File: config.mk
export PLATFORM = sky130hd
export DESIGN_NAME = run_logger
export DESIGN_NICKNAME = d
export VERILOG_FILES = /design/src/rtl/run_logger_pkg.sv /design/src/rtl/run_fifo.sv /design/src/rtl/run_logger.sv
export SDC_FILE = /design/constraint.sdc
export NUM_CORES = 1
export LEC_CHECK = 0
export CAP_MARGIN = 20
export CORE_AREA = 2 2 64 90
export DETAILED_ROUTE_END_ITERATION = 8
export DIE_AREA = 0 0 66 92
export GPL_ROUTABILITY_DRIVEN = 0
export PLACE_DENSITY = 0.74
export SYNTH_ARGS = -nofsm -noshare
export SYNTH_HDL_FRONTEND = slang
export SYNTH_SLANG_ARGS = --single-unit
export TNS_END_PERCENT = 50
File: constraint.sdc
create_clock -name clk -period 2.8 [get_ports clk]
set_input_delay 0.84 -clock clk [delete_from_list [all_inputs] [get_ports clk]]
set_output_delay 0.84 -clock clk [all_outputs]
set_load 0.01 [all_outputs]
File: src/rtl/run_logger_pkg.sv
// rtl/run_logger_pkg.sv - shared defaults, tracker state and event types for run_logger
//
// Contents:
//   DEPTH_DEF, LEN_W_DEF  default FIFO depth and run-length field width
//   MAXLEN                largest run length representable at LEN_W_DEF
//   trk_state_t           tracker state (IDLE: no open run, RUN: run open)
//   run_event_t           one closed run {code, len} at the default width
package run_logger_pkg;

    localparam int DEPTH_DEF = 4;
    localparam int LEN_W_DEF = 8;
    localparam int MAXLEN    = (1 << LEN_W_DEF) - 1;

    typedef enum logic {
        IDLE = 1'b0,
        RUN  = 1'b1
    } trk_state_t;

    typedef struct packed {
        logic [2:0]           code;
        logic [LEN_W_DEF-1:0] len;
    } run_event_t;

endpackage

File: src/rtl/run_fifo.sv
// rtl/run_fifo.sv - first-word fall-through event FIFO with occupancy count
//
// Ports:
//   clk, clr            clock, asynchronous active-low reset
//   push, push_data     write strobe and data; dropped when full unless a pop happens too
//   pop                 read strobe; ignored when empty
//   pop_data            head entry, zero while empty
//   full, empty, count  status; count ranges 0..DEPTH
module run_fifo #(
    parameter int DEPTH = 4,
    parameter int W     = 11
) (
    input  logic                     clk,
    input  logic                     clr,
    input  logic                     push,
    input  logic [W-1:0]             push_data,
    input  logic                     pop,
    output logic [W-1:0]             pop_data,
    output logic                     full,
    output logic                     empty,
    output logic [$clog2(DEPTH):0]   count
);

    localparam int AW = $clog2(DEPTH);

    logic [W-1:0]  mem [DEPTH];
    logic [AW-1:0] rd_ptr;
    logic [AW-1:0] wr_ptr;
    logic          do_push;
    logic          do_pop;

    assign empty = (count == '0);
    assign full  = (count == (AW+1)'(DEPTH));

    // A push into a full FIFO still lands when the head leaves in the same cycle.
    assign do_pop  = pop && !empty;
    assign do_push = push && (!full || do_pop);

    // Head is forced to zero while empty so stale storage never shows on the outputs.
    assign pop_data = empty ? '0 : mem[rd_ptr];

    always_ff @(posedge clk) begin
        if (do_push) begin
            mem[wr_ptr] <= push_data;
        end
    end

    // DEPTH is a power of two, so pointer overflow is the modulo-DEPTH wrap.
    always_ff @(posedge clk or negedge clr) begin
        if (!clr) begin
            rd_ptr <= '0;
            wr_ptr <= '0;
            count  <= '0;
        end else begin
            if (do_push) begin
                wr_ptr <= wr_ptr + 1'b1;
            end
            if (do_pop) begin
                rd_ptr <= rd_ptr + 1'b1;
            end
            case ({do_push, do_pop})
                2'b10:   count <= count + 1'b1;
                2'b01:   count <= count - 1'b1;
                default: count <= count;
            endcase
        end
    end

endmodule

File: src/rtl/run_logger.sv
// rtl/run_logger.sv - run-length logger: closes runs of equal codes into an event FIFO
//
// Optional feature macro: RUN_LOGGER_SPLIT_EN (split runs longer than MAXLEN
// instead of saturating the length).
//
// Ports:
//   clk, clr            clock, asynchronous active-low reset
//   in_code, in_valid   upstream code and its per-cycle qualifier
//   in_flush            close the open run; wins over a same-cycle sample
//   ev_valid, ev_ready  event handshake (pop on both high)
//   ev_code, ev_len     head event
//   ovf                 sticky: an event was dropped because the FIFO was full
//   cnt                 FIFO occupancy 0..DEPTH
module run_logger
    import run_logger_pkg::*;
#(
    parameter int DEPTH = DEPTH_DEF,
    parameter int LEN_W = LEN_W_DEF
) (
    input  logic                     clk,
    input  logic                     clr,
    input  logic [2:0]               in_code,
    input  logic                     in_valid,
    input  logic                     in_flush,
    output logic                     ev_valid,
    input  logic                     ev_ready,
    output logic [2:0]               ev_code,
    output logic [LEN_W-1:0]         ev_len,
    output logic                     ovf,
    output logic [$clog2(DEPTH):0]   cnt
);

    localparam logic [LEN_W-1:0] MAX_RUN = '1;
    localparam logic [LEN_W-1:0] ONE     = LEN_W'(1);

    trk_state_t         state;
    trk_state_t         state_nx;
    logic [2:0]         cur_code;
    logic [2:0]         code_nx;
    logic [LEN_W-1:0]   run_len;
    logic [LEN_W-1:0]   len_nx;
    logic               push;
    logic               full;
    logic               empty;

    always_ff @(posedge clk or negedge clr) begin
        if (!clr) begin
            state    <= IDLE;
            cur_code <= '0;
            run_len  <= '0;
        end else begin
            state    <= state_nx;
            cur_code <= code_nx;
            run_len  <= len_nx;
        end
    end

    // Every push closes the run currently held, so push data is always {cur_code, run_len}.
    always_comb begin
        state_nx = state;
        code_nx  = cur_code;
        len_nx   = run_len;
        push     = 1'b0;
        case (state)
            IDLE: begin
                if (!in_flush && in_valid) begin
                    state_nx = RUN;
                    code_nx  = in_code;
                    len_nx   = ONE;
                end
            end
            RUN: begin
                if (in_flush) begin
                    push     = 1'b1;
                    state_nx = IDLE;
                    len_nx   = '0;
                end else if (in_valid) begin
                    if (in_code != cur_code) begin
                        push    = 1'b1;
                        code_nx = in_code;
                        len_nx  = ONE;
                    end else if (run_len != MAX_RUN) begin
                        len_nx = run_len + ONE;
                    end else begin
`ifdef RUN_LOGGER_SPLIT_EN
                        push   = 1'b1;
                        len_nx = ONE;
`else
                        len_nx = MAX_RUN;
`endif
                    end
                end
            end
            default: state_nx = IDLE;
        endcase
    end

    run_fifo #(
        .DEPTH (DEPTH),
        .W     (3 + LEN_W)
    ) u_fifo (
        .clk       (clk),
        .clr       (clr),
        .push      (push),
        .push_data ({cur_code, run_len}),
        .pop       (ev_ready),
        .pop_data  ({ev_code, ev_len}),
        .full      (full),
        .empty     (empty),
        .count     (cnt)
    );

    assign ev_valid = !empty;

    // Full implies non-empty, so a same-cycle ev_ready always frees a slot.
    always_ff @(posedge clk or negedge clr) begin
        if (!clr) begin
            ovf <= 1'b0;
        end else if (push && full && !ev_ready) begin
            ovf <= 1'b1;
        end
    end

endmodule

==> results.sh <==
export IMPL_synth_edff_count=44
export IMPL_grt_max_degree=21
export IMPL_period_share_pct=97.96
export IMPL_min_period_ns=2.743
export IMPL_diodes=0
export IMPL_vdd_ir_drop_max_mv=0.5955
export IMPL_worstHoldPathType="register to register"
export IMPL_synthCells=182
export IMPL_layout_drive_gt1_share_pct=25.20
export IMPL_slew_viol_final=0
export IMPL_clkTransAtPathRegs_ns=0.06
export IMPL_fmax_mhz=364.6
export IMPL_synth_warnings=0
export IMPL_whs_ns=0.4928
export IMPL_crit_buf_inv=3
export IMPL_reg2reg_to="u_fifo.count[2]"
export IMPL_grt_pass1_vias=1764
export IMPL_wl_mm=5.418
export IMPL_worstPathRequired_ns=1.96
export IMPL_track_usage_pct=19.94
export IMPL_wire_per_inst_um=17.25
export IMPL_async_flop_share_pct=31.25
export IMPL_yosys_register_bits=64
export IMPL_hold_start="ovf"
export IMPL_die_x_um=66
export IMPL_pin_count=24
export IMPL_cp_end_kind="output port"
export IMPL_cp_slowest_cell="mux4_2"
export IMPL_syn2layout_area_growth_pct=28.28
export IMPL_avgSynthCellArea_sq_um=15.39
export IMPL_status="completed"
export IMPL_synth_seq_area_share_pct=65.06
export IMPL_ys_types=38
export IMPL_syn_area_sq_um=2800
export IMPL_total_power_mw=3.295
export IMPL_drc=0
export IMPL_clock_sink_count=64
export IMPL_synth_most_common_cell="edfxtp_1"
export IMPL_cts_max_path_buffers=2
export IMPL_postPlaceCellArea_sq_um=3288
export IMPL_max_cap_violations=0
export IMPL_grt_overflow=0
export IMPL_setup_viol=0
export IMPL_grt_pass1_wl_mm=8.549
export IMPL_crit_family="buffers and inverters"
export IMPL_ctsHtreeMaxLevel=3
export IMPL_port_buffers=23
export IMPL_yosys_area_top_type="edfxtp_1"
export IMPL_ff2ff_path_depth=9
export IMPL_reg2reg_from="u_fifo.count[0]"
export IMPL_start_util_pct=52.19
export IMPL_synthTopCellsByCount="edfxtp_1, dfrtp_1, and2_1"
export IMPL_powerDensity_nw_per_um2=917.3
export IMPL_utilization_pct=66.95
export IMPL_antenna_found_initial=0
export IMPL_drt_iter0_drc=41
export IMPL_multi_input_area_sq_um=914.6
export IMPL_hpwl_mm=3.592
export IMPL_clkLatencyLatePin_ns=0.34
export IMPL_cts_made_buffers=9
export IMPL_ys_top_cells_by_area="edfxtp_1, dfrtp_1, mux4_2"
export IMPL_ant_nets=0
export IMPL_instances_no_fill=314
export IMPL_fp_dieH_um=92
export IMPL_place_inst=288
export IMPL_crit_arrival_ns=1.90
export IMPL_pre_cts_ws_ns=-0.2331
export IMPL_die_area_sq_um=6072
export IMPL_cts_tree="built"
export IMPL_critPathCapture="ev_len[2]"
export IMPL_tightestPinTransition_ns=0.4143
export IMPL_crit_start="u_fifo.rd_ptr[0]"
export IMPL_critical_path_class="register to output port"
export IMPL_fin_setup_tns_ns=0
export IMPL_synthFlopType="edfxtp_1"
export IMPL_nFillCells=408
export IMPL_seq_area_sq_um=1823
export IMPL_synth_top_area_share_pct=47.18
export IMPL_syn_nets=197
export IMPL_rsz0062_at_grt="true"
export IMPL_slowest_delay_ns=0.47
export IMPL_critPathLaunchType="register"
export IMPL_rrSetupSlack_ns=0.55
export IMPL_cp_num_cells=5
export IMPL_fin_nets=256
export IMPL_crit_chain="clkbuf_16, buf_4, mux4_2, and2_1, clkdlybuf4s15_1"
export IMPL_fp_coreArea_sq_um=5365
export IMPL_finalHoldViolCount=0
export IMPL_relSlewSlack_pct=71.99
export IMPL_clock_skew_ns=0.006197
export IMPL_vias=1735
export IMPL_first_pass_iters=5
export IMPL_clock_root_buffer="clkbuf_8"
export IMPL_fin_area_sq_um=3592
export IMPL_cp_max_fo=5
export IMPL_via_per_inst=5.525
export IMPL_num_rows=32
export IMPL_finalWorstSetupSlack_ns=0.05704
export IMPL_p_leak_nw=1.388
==> worst reg2reg max path: cells and delay by family, from the launching register on <==
kind	cells	cell delay (ns)
adders and majority gates	2	0.52
DFF	1	0.44
buffers and inverters	2	0.11
xor gates and xnor gates	2	0.29
and+or+nand+nor	3	0.82
==> sequential cells by signal, summed over array words and instances, names as in the netlist <==
| signal | flops |
|---|---|
| u_fifo.wr_ptr | 2 |
| u_fifo.rd_ptr | 2 |
| u_fifo.count | 3 |
| ovf | 1 |
| state | 1 |
| run_len | 8 |
| u_fifo.mem | 44 |
| cur_code | 3 |
==> power by group <==
part           internal [mW]  total (mW)  switching, mW
clock network          0.525       0.861          0.335
registers               1.16        1.25         0.0961
logic                  0.696        1.18          0.484
total                   2.38        3.30          0.915
==> cell usage in the layout (no fill, tap or decap), types with 3 or more instances in the layout <==
cell,Yosys,layout
clkbuf_1,2,3
buf_12,0,4
inv_1,11,11
xnor2_1,3,3
o31ai_1,3,3
nand2_1,7,7
a21oi_1,7,7
dlygate4sd2_1,0,3
mux4_2,11,11
nor2_1,6,6
o21ai_1,3,3
nand3_1,4,4
dfrtp_1,20,19
clkdlybuf4s15_1,0,7
and2_1,16,16
ha_1,6,6
xor2_1,6,6
mux2_1,3,3
buf_4,2,25
clkbuf_8,0,10
clkdlybuf4s50_1,0,12
edfxtp_1,44,44
o21ai_0,4,4
==> final cells by class <==
cell class	count	area share [%]
Clock buffer	13	4.145
Clock inverter	3	1.811
Tap cell	68	2.369
Timing Repair Buffer	53	14.32
Sequential cell	64	50.75
Inverter	11	1.149
Multi-Input combinational cell	102	25.46
==> cells by family after synthesis <==
| group | synth area share [%] |
|---|---|
| flops | 65.06 |
| buf+inv | 2.457 |
| simple gates | 10.41 |
| mux | 10.95 |
| xor+xnor | 2.815 |
| compound gates | 4.915 |
| fa+ha+maj | 3.396 |
==> how the worst min path moves through the flow <==
stage | endpoint | cells past startpoint
6_report | ovf | 2
5_1_grt | ovf | 2
4_1_cts | ovf | 2
3_5_place_dp | ovf | 2
3_3_place_gp | ovf | 2
2_1_floorplan | ovf | 2
==> repair_timing <==
item	CTS	global route
setup buffers	3	6
hold buffers	0	0
gates cloned	0	1
endpoints found under the setup margin	11	2
gates resized for setup	13	9
==> routing by layer <==
layer,vias up,GRT usage [%],wire [um]
li1,798,-,-
met1,877,21.97,1996
met2,42,34.93,3034
met3,18,4.540,186
met4,0,10.54,200
met5,-,0,0
No activity file was read; power rests on OpenSTA's default activity.
